$ cat src/rtl/seq_array_mult.sv
// -----------------------------------------------------------------------------
// seq_array_mult
//
// Multi-cycle array multiplier. The WIDTH x WIDTH product is built from WIDTH
// partial-product rows, and ROWS of them are added into a 2*WIDTH-bit
// accumulator each cycle. The operands can be unsigned or two's-complement.
// In signed mode the multiplicand is sign-extended, and the row for the
// multiplier MSB is subtracted because that bit carries weight -2^(WIDTH-1).
//
// Handshakes: a transfer happens on a rising edge where valid and ready are
// both high. The producer holds in_valid, a, b and signed_mode until it sees
// in_ready. The block holds out_valid and p until it sees out_ready.
//
// Ports:
//   clk          rising-edge clock
//   rst          synchronous, active-high reset
//   in_valid     operand pair present
//   in_ready     block can accept operands (IDLE and not in reset)
//   a, b         WIDTH-bit multiplicand / multiplier
//   signed_mode  1 = two's-complement operands, sampled with a and b
//   out_valid    p holds a completed product (DONE)
//   out_ready    consumer accepts p
//   p            registered 2*WIDTH-bit product
// -----------------------------------------------------------------------------
module seq_array_mult #(
    parameter int WIDTH = 8,
    parameter int ROWS  = 1
) (
    input  logic               clk,
    input  logic               rst,
    input  logic               in_valid,
    output logic               in_ready,
    input  logic [WIDTH-1:0]   a,
    input  logic [WIDTH-1:0]   b,
    input  logic               signed_mode,
    output logic               out_valid,
    input  logic               out_ready,
    output logic [2*WIDTH-1:0] p
);

    localparam int PW = 2 * WIDTH;
    // Wide enough to hold WIDTH itself, which is the value after the last step.
    localparam int KW = $clog2(WIDTH) + 1;

    typedef enum logic [1:0] {IDLE, CALC, DONE} state_t;

    state_t          state_q, state_d;
    logic [WIDTH-1:0] a_q, b_q;
    logic             sign_q;
    logic [PW-1:0]    acc_q;
    logic [PW-1:0]    p_q;
    logic [KW-1:0]    k_q;

    logic             accept;
    logic             last_step;
    logic [PW-1:0]    a_ext;
    logic [PW-1:0]    a_sh;
    logic [WIDTH-1:0] b_sh;
    logic [PW-1:0]    sum;

    assign p = p_q;

    // This step covers rows k .. k+ROWS-1, so it is the last one when it
    // reaches row WIDTH-1.
    assign last_step = (k_q + KW'(ROWS)) == KW'(WIDTH);

    // Control: next state and handshake outputs.
    always_comb begin
        state_d   = state_q;
        in_ready  = 1'b0;
        out_valid = 1'b0;
        accept    = 1'b0;
        case (state_q)
            IDLE: begin
                // in_ready is held low while reset is asserted.
                in_ready = !rst;
                if (in_valid && !rst) begin
                    accept  = 1'b1;
                    state_d = CALC;
                end
            end
            CALC: begin
                if (last_step) state_d = DONE;
            end
            DONE: begin
                out_valid = 1'b1;
                if (out_ready) state_d = IDLE;
            end
            default: state_d = IDLE;
        endcase
    end

    // Datapath. Shifting b down by k and A_ext up by k lets the loop use
    // only constant row offsets j.
    always_comb begin
        a_ext = sign_q ? {{WIDTH{a_q[WIDTH-1]}}, a_q} : {{WIDTH{1'b0}}, a_q};
        a_sh  = a_ext << k_q;
        b_sh  = b_q >> k_q;
        sum   = acc_q;
        for (int j = 0; j < ROWS; j++) begin
            if (b_sh[j]) begin
                if (sign_q && (k_q == KW'(WIDTH - 1 - j)))
                    sum = sum - (a_sh << j);
                else
                    sum = sum + (a_sh << j);
            end
        end
    end

    always_ff @(posedge clk) begin
        if (rst) begin
            state_q <= IDLE;
            a_q     <= '0;
            b_q     <= '0;
            sign_q  <= 1'b0;
            acc_q   <= '0;
            k_q     <= '0;
            p_q     <= '0;
        end else begin
            state_q <= state_d;
            if (accept) begin
                a_q    <= a;
                b_q    <= b;
                sign_q <= signed_mode;
                acc_q  <= '0;
                k_q    <= '0;
            end else if (state_q == CALC) begin
                acc_q <= sum;
                k_q   <= k_q + KW'(ROWS);
                // p changes only when a product completes, so a partial sum
                // is never visible on the output.
                if (last_step) p_q <= sum;
            end
        end
    end

endmodule

$ cat config.mk
export PLATFORM = sky130hd
export DESIGN_NAME = seq_array_mult
export DESIGN_NICKNAME = d
export VERILOG_FILES = /design/src/rtl/seq_array_mult.sv
export SDC_FILE = /design/constraint.sdc
export NUM_CORES = 1
export LEC_CHECK = 0
export ABC_CLOCK_PERIOD_IN_PS = 5400
export CAP_MARGIN = 20
export CORE_MARGIN = 3
export CORE_UTILIZATION = 58
export DETAILED_ROUTE_END_ITERATION = 8
export HOLD_SLACK_MARGIN = 0.02
export PLACE_DENSITY = 0.85
export SYNTH_ARGS = -nofsm -noshare
export SYNTH_HDL_FRONTEND = slang
export SYNTH_SLANG_ARGS = --single-unit
$ cat constraint.sdc
create_clock -name clk -period 5.4 [get_ports clk]
set_input_delay 1.08 -clock clk [delete_from_list [all_inputs] [get_ports clk]]
set_output_delay 1.08 -clock clk [all_outputs]
set_load 0.05 [all_outputs]
## Yosys cells after proc, flatten, opt, wreduce, memory -nomap -nowiden

Index checks and enable logic that the tools add are counted.

- Bits in registers: 55
- Logic and storage cells: 38

- Multiplexer cells: 11
- Eq/ne operators: 7
- Bitwise logic cells: 1
- Shifts and indexed selects: 2
- Reductions and logical operators: 7
- Add/subtract/negate cells: 3

Operators by type and width:

| kind | number |
|---|---|
| 16-bit 2-to-1 mux | 3 |
| 16-bit adder | 1 |
| 16-bit by 4-bit left shift with 16-bit output | 1 |
| 16-bit subtractor | 1 |
| 8-bit by 4-bit right shift with 1-bit output | 1 |
| 2-bit 2-to-1 mux | 3 |
| 2-bit != test, second input constant | 3 |
| 2-bit one-hot mux with 3 select lines | 1 |
| 3-bit AND reduction | 2 |
| 4-bit by 1-bit adder with 4-bit output, second input constant | 1 |
| 4-bit by 3-bit == test with 1-bit output, second input constant | 1 |
| 4-bit == test, second input constant | 1 |
| 1-bit 2-to-1 mux | 4 |
| 2-bit by 1-bit == test with 1-bit output, second input constant | 1 |
| 2-bit == test, second input constant | 1 |
| 1-bit logical AND | 2 |
| 2-bit logical NOT | 1 |
| 2-bit OR reduction | 1 |
| 1-bit logical NOT | 1 |
| 1-bit NOT | 1 |

## Logic depth before layout (Yosys ltp)

Gate-level depths: netlist of the first run.

- Word-level depth: 6
- Depth in mapped cells: 20
- Depth with buffers taken out: 18

## Least setup slack after synthesis of the first run

Ideal clock, no wire load.

- Path type: reg2reg
- From: register k_q[0]
- To: register acc_q[15]
- Library setup time: 116 ps
- Arrival time: 3751 ps
- Cell stages (with the launch flop): 16
- Path slack: 1532 ps
- Path buffers: 1
- Cells stage by stage: dfxtp_1 > buf_6 > mux4_1 > a22oi_1 > nand3b_1 > or3_1 > nand2_1 > xor2_1 > ha_1 > nand4_1 > a211o_1 > a211o_1 > a21o_1 > mux2i_1 > a21oi_1 > a31o_2

- Word-level cells in the longest chain between the ends: 4

RTL lines:

| what | line | text |
|---|---|---|
| start: declaration | 52 | `logic [KW-1:0] k_q;` |
| start signal: assignment | 129 | `k_q <= k_q + KW'(ROWS);` |
| 16-bit by 4-bit left shift with 16-bit output or 4-bit by 3-bit == test with 1-bit output (tied branches) | 97, 102 |  |
| 16-bit adder, or another cell as far along | 105 | `sum = sum + (a_sh << j);` |
| 16-bit 2-to-1 mux | 102 | `if (sign_q && (k_q == KW'(WIDTH - 1 - j)))` |
| 16-bit 2-to-1 mux * | 101 | `if (b_sh[j]) begin` |
| end signal: assignment | 128 | `acc_q <= sum;` |
| end: declaration | 50 | `logic [PW-1:0] acc_q;` |

Every way passes the cells marked *; elsewhere a longest branch is shown, timed or not.
A chain may end at the register's enable or synchronous reset.

## Worst setup path in the final report of the first run

Same ends and word-level chain as after synthesis.

==> flow_summary.yaml, run 1 <==
yosys:
  synth-edff-count: 0
  synth_top_area_share_pct: 28.5
  synth.largest_area_cell: "dfxtp_1"
  synth.distinct_cells: 57
  synth_warnings: 0
  syn_avg_cell_area_um2: 7.78
  synth_area_um2: 3860
  synth.area.top_cells: "dfxtp_1 (29%), nand2_1 (8.5%), a21oi_1 (8.2%)"
  ys_ff_latch: 55
  syn_inst: 496
  synthArstFlopShare_pct: 0
  synth_fp_nets: 535
  ys_top_cells_by_count: "nand2_1 (87), a21oi_1 (63), dfxtp_1 (55)"
  synth_most_common_cell: "nand2_1"
  synth_ff_type: "dfxtp_1"
  ys_seq_area_share_pct: 28.5
global_routing:
  grt_pass1_vias: 3392
  grt_use_total_pct: 26.1
  grt_pass1_wl_um: 16100
  grt_max_degree: 35
  grt_overflow: 0
  antenna_found_initial: 0
final_layout:
  antenna_cells: 0
  final-instance-count-excl-fill: 599
  num-fill-cells: 511
  layout.nets: 560
  area_growth_pct: 13.7
  drive_above_1_share_pct: 7.09
sta:
  tightestPinTransition_ps: 766
  holdWs_ps: 463
  period_needed_ps: 4720
  max_slew_margin_pct: 48.9
  finalClockSkew_ps: 10.8
  setup_viol: 0
  finalSetupTns_ps: 0
  rsz0062_at_grt: "false"
  finalWorstSetupSlack_ps: 680
  maxSlewViolCount: 0
  fmax_ghz: 0.212
  layout_worst_path_cycle_share_pct: 87.4
  hold_viol: 0
worst_setup_path:
  critical_path.startpoint_type: "register"
  critPathMostFrequentCell: "a211o_1"
  slowest_stage: "dfxtp_1"
  critPathArrivalTime_ps: 4940
  r2r_cells: 14
  reg2reg_from: "k_q[0]"
  path_class: "reg2reg"
  required_ps: 5620
  r2r_setup_slack_ps: 680
  worstPathMaxFanout: 20
  crit_chain: "mux4_1 > a22oi_1 > nand3b_1 > or3_1 > nand2_1 > xor2_1 > ha_1 > nand4_1 > a211o_1 > a211o_1 > a21o_1 > mux2i_1 > a21oi_1 > a31o_2"
  endpoint_kind: "register"
  crit_path_max_incr_delay_ps: 830
  worst_r2r_endpoint: "acc_q[15]"
power_and_ir_drop:
  powerDensity_nw_per_um2: 237
  peakVddDrop_v: 0.000194
  p_leak_nw: 1.60
clocking:
  numCtsBuffers: 5
  postCtsHoldBufs: 0
  cts_setup_buffers: 0
  cts_resized: 0
  h-tree-depth: 2
  cts.sinks: 55
  cts_tree: "done"
  insertion_delay_ps: 320
  root_buffer: "clkbuf_8"
  clkTransAtPathRegs_ps: 110
  clockBufferDepth: 2
floorplanning:
  start_util_pct: 60.4
  core-area_um2: 6390
  rows: 29
  chipHeight_um: 87.6
  io_pins: 39
  dieArea_um2: 7670
  dieWidth_um: 87.6
hold_path:
  worstHoldEndpoint: "b_q[4]"
  holdPathStages: 2
  min_from: "b_q[4]"
  min_path_type: "reg2reg"
place:
  post-place-ws_ps: 720
  place_inst: 590
  gp_congestion: 0.906
  hpwl_um: 7250
  io_buffers: 38
route:
  drc_errors: 0
  totalWireLength_um: 9920
  avgRoutedWirePerCell_um: 16.6
  postRouteAntennaNets: 0
  drt_iter0_markers: 320
  firstDrtPassIters: 7
  vias: 3684
  viasPerCell: 6.15
status:
  outcome: "completed"
flow_run:
  drv_cap: 0
through the flow:
step / util [%] / power [mW] / area [um2]
after floorplan: - / 0.716 / 3860
after global placement: 66.6 / 0.786 / 4260
after detailed placement: 66.8 / 0.794 / 4270
after CTS: 68.2 / 1.04 / 4360
after global routing: 68.7 / 1.10 / 4390
final: 68.7 / 1.04 / 4390
layer usage:
| metal | part of all wire (%) | global-route usage (%) | vias up |
|---|---|---|---|
| met5 | 0 | 0 | - |
| li1 | - | - | 1817 |
| met3 | 6.7 | 3.86 | 22 |
| met1 | 47 | 38.5 | 1683 |
| met4 | 2.1 | 6.97 | 0 |
| met2 | 45 | 39.8 | 162 |
power by group:
part,switching (mW),internal [mW]
sequential,0.0180,0.416
combinational,0.206,0.159
clock,0.146,0.0943
total,0.370,0.670
worst max path at each step:
stage	start	to	slack, ps	cells after the start
6_report	k_q[0]	acc_q[15]	680	14
5_1_grt	k_q[0]	acc_q[15]	370	15
4_1_cts	k_q[1]	acc_q[15]	690	15
3_5_place_dp	k_q[1]	acc_q[15]	720	15
3_3_place_gp	k_q[1]	acc_q[15]	890	15
2_1_floorplan	k_q[0]	acc_q[15]	1530	15
worst max-delay path, delay by kind of cell, from the launching register on:
family,cells,cell delay (ps)
and+or+nand+nor,4,850
AOI/OAI and AO/OA,6,1480
xor gates and xnor gates,1,90
muxes,2,990
DFF,1,830
adders and majority gates,1,400
placed cells by master, fill, tap and decap left out, types with 3 or more instances in the layout:
| master | netlist | routed |
|---|---|---|
| inv_1 | 13 | 13 |
| mux2_2 | 4 | 4 |
| a211oi_1 | 11 | 11 |
| mux2i_1 | 9 | 9 |
| dfxtp_1 | 55 | 55 |
| ha_1 | 17 | 17 |
| o21ai_0 | 22 | 22 |
| a2111oi_0 | 3 | 3 |
| clkbuf_8 | 0 | 5 |
| nand2_1 | 87 | 87 |
| nor2b_1 | 9 | 9 |
| xor2_1 | 9 | 9 |
| nand3_1 | 4 | 4 |
| buf_4 | 3 | 5 |
| clkdlybuf4s50_1 | 0 | 38 |
| o21a_1 | 4 | 4 |
| nor3_1 | 11 | 10 |
| o21bai_1 | 4 | 4 |
| nor3b_1 | 4 | 4 |
| or3_1 | 3 | 3 |
| o221ai_1 | 3 | 3 |
| nand2b_1 | 8 | 8 |
| nor2_1 | 47 | 47 |
| a21o_1 | 6 | 6 |
| a311oi_1 | 4 | 4 |
| a21oi_1 | 63 | 62 |
| xnor2_1 | 18 | 18 |
| a22oi_1 | 3 | 3 |
| nand3b_1 | 5 | 5 |
| mux4_2 | 7 | 7 |
state kept, by name (all words and copies together) (netlist names):
name and cells:
sign_q 1, b_q 8, a_q 8, k_q 4
p 16, acc_q 16, state_q 2
cell families (layout without fill, tap and decap cells):
| logic type | count (synthesis) | count (layout) | share of synthesized area, % |
|---|---|---|---|
| muxes | 22 | 22 | 8.95 |
| adders and majority gates | 18 | 18 | 6.03 |
| DFF | 55 | 55 | 28.5 |
| xor gates and xnor gates | 27 | 27 | 6.13 |
| and+or+nand+nor | 188 | 188 | 21.7 |
| AOI/OAI and AO/OA | 145 | 145 | 24.0 |
| buffers and inverters | 41 | 67 | 4.61 |
final cells by class:
| class | count | area, um2 | share of cell area, % |
|---|---|---|---|
| clock buffer | 5 | 68.8 | 1.57 |
| clock inverter | 3 | 22.5 | 0.514 |
| inverter | 14 | 52.6 | 1.20 |
| multi-input combinational | 400 | 2590 | 59.0 |
| sequential | 55 | 1100 | 25.1 |
| tap | 77 | 96.3 | 2.20 |
| timing repair buffer | 45 | 457 | 10.4 |
(Power assumes the default switching activity.)
==> run 2: changes to the inputs <==
ABC_CLOCK_PERIOD_IN_PS = 5600   (was 5400)
CORE_UTILIZATION = 62   (was 58)
PLACE_DENSITY = 0.9   (was 0.85)
SLEW_MARGIN = 20   (was default)
clock period = 5.6 ns   (was 5.4 ns; I/O delays follow)
==> run 2 against run 1 <==
Flip-flop and latch count stayed put. Sequential share of layout area barely moved. Design area rose by 0.17%. Via count is 1.5% higher. Clock-buffer cell count grew 1. Routed wire length increased by 3.9%. Non-clock buffer count rose by 1. Core utilization up 5.1 points. Critical endpoint unchanged.
==> flow_summary.yaml, run 2 (same netlist as run 1, synthesis figures left out) <==
floorplanning:
  rows: 28
  chipHeight_um: 84.9
  dieWidth_um: 84.9
  core-area_um2: 5960
  start_util_pct: 64.8
  dieArea_um2: 7200
  io_pins: 39
route:
  postRouteAntennaNets: 0
  avgRoutedWirePerCell_um: 17.2
  firstDrtPassIters: 5
  totalWireLength_um: 10300
  drc_errors: 0
  viasPerCell: 6.26
  vias: 3741
  drt_iter0_markers: 300
final_layout:
  area_growth_pct: 13.9
  drive_above_1_share_pct: 7.27
  mostFrequentLayoutCells: "nand2_1 (87), a21oi_1 (62), dfxtp_1 (55)"
  layout.nets: 561
  antenna_cells: 0
  final_common_cell: "nand2_1"
  final-instance-count-excl-fill: 598
sta:
  rsz0062_at_grt: "false"
  finalSetupTns_ps: 0
  finalClockSkew_ps: 5.85
  layout_worst_path_cycle_share_pct: 83.2
  setup_viol: 0
  fmax_ghz: 0.215
  tightestPinTransition_ps: 849
  maxSlewViolCount: 0
  max_slew_margin_pct: 42.0
  period_needed_ps: 4660
  hold_viol: 0
place:
  gp_congestion: 0.974
  io_buffers: 38
  place_inst: 590
  hpwl_um: 7480
clocking:
  clockBufferDepth: 2
  cts_tree: "done"
  insertion_delay_ps: 320
  numCtsBuffers: 5
  cts.sinks: 55
  h-tree-depth: 2
  cts_resized: 0
  root_buffer: "clkbuf_8"
  clkTransAtPathRegs_ps: 100
  cts_setup_buffers: 0
  postCtsHoldBufs: 0
hold_path:
  min_path_type: "reg2reg"
global_routing:
  use_met2_pct: 46.4
  grt_util_met3_pct: 4.85
  antenna_found_initial: 0
  met1_usage_pct: 39.7
  grt_busiest_layer: "met2"
  grt_max_degree: 36
  grt_pass1_wl_um: 16800
  grt_pass1_vias: 3485
  grt_use_total_pct: 28.7
  grt_overflow: 0
power_and_ir_drop:
  powerDensity_nw_per_um2: 240
  p_total_mw: 1.05
  peakVddDrop_v: 0.000192
  p_leak_nw: 1.61
worst_setup_path:
  worst_r2r_endpoint: "acc_q[15]"
  endpoint_kind: "register"
  path_class: "reg2reg"
  r2r_cells: 14
  critPathMostFrequentCell: "a211o_1"
  slowest_stage: "dfxtp_1"
  startpoint: "k_q[0]"
  crit_path_max_incr_delay_ps: 730
  r2r_setup_slack_ps: 940
  critPathArrivalTime_ps: 4880
  reg2reg_from: "k_q[0]"
  required_ps: 5820
  endpoint: "acc_q[15]"
  crit_chain: "mux4_1 > a22oi_1 > nand3b_1 > or3_1 > nand2_1 > xor2_1 > ha_1 > nand4_1 > a211o_1 > a211o_1 > a21o_1 > mux2i_1 > a21oi_1 > a31o_2"
  worstPathMaxFanout: 16
  critical_path.startpoint_type: "register"
flow_run:
  drv_cap: 0
status:
  outcome: "completed"
[run 2: cell count changes in the layout (fill, tap and decap cells not counted)]
cell	change
buf_4	+3
inv_6	-2
buf_16	-1
buf_6	-1
bufinv_16	+1
clkbuf_8	+1
[run 2: how the worst min path moves through the flow]
stage | from | slack [ps] | cells past startpoint | to
after floorplan | b_q[2] | 430 | 2 | b_q[2]
after global placement | b_q[4] | 440 | 2 | b_q[4]
after detailed placement | b_q[7] | 450 | 2 | b_q[7]
after CTS | b_q[7] | 460 | 2 | b_q[7]
after global routing | b_q[7] | 470 | 2 | b_q[7]
final | b_q[7] | 460 | 2 | b_q[7]
[run 2: routing by layer]
layer	vias up	routed length, um	share of wire, %
met5	-	0	0
met4	0	128	1.2
met3	12	787	7.6
met2	165	4760	46
met1	1742	4630	45
li1	1822	-	-
[run 2: layout make-up]
cell class	count	area (um2)
fillers	464	1560
inverters	14	52.6
flip-flops and latches	55	1100
multi-input cells	400	2590
clock buffers	6	82.6
clock inverters	2	35.0
well taps	75	93.8
repair buffers	46	440
[run 2: where the power goes]
| part | internal [mW] | switching, mW | leakage [nW] | total (mW) |
|---|---|---|---|---|
| sequential | 0.401 | 0.0174 | 0.446 | 0.419 |
| combinational | 0.152 | 0.200 | 1.10 | 0.352 |
| clock | 0.145 | 0.138 | 0.0612 | 0.283 |
[run 2: worst max-delay path: cells and delay by family (launching register included)]
kind	cells	cell delay, ps
AO/OA/AOI/OAI	6	1450
AND/OR/NAND/NOR	4	900
multiplexers	2	990
flip-flops	1	730
adder cells (fa/ha/maj)	1	400
XOR/XNOR	1	90
[run 2: metrics by stage]
step                worst slack, ps  util, %  hold slack [ps]  area [um2]
floorplan                      1730        -              433        3860
global placement               1160     71.8              440        4280
detailed placement             1000     71.8              446        4280
CTS                             984     73.8              460        4390
global route                    513     73.8              469        4390
finish                          943     73.8              461        4390
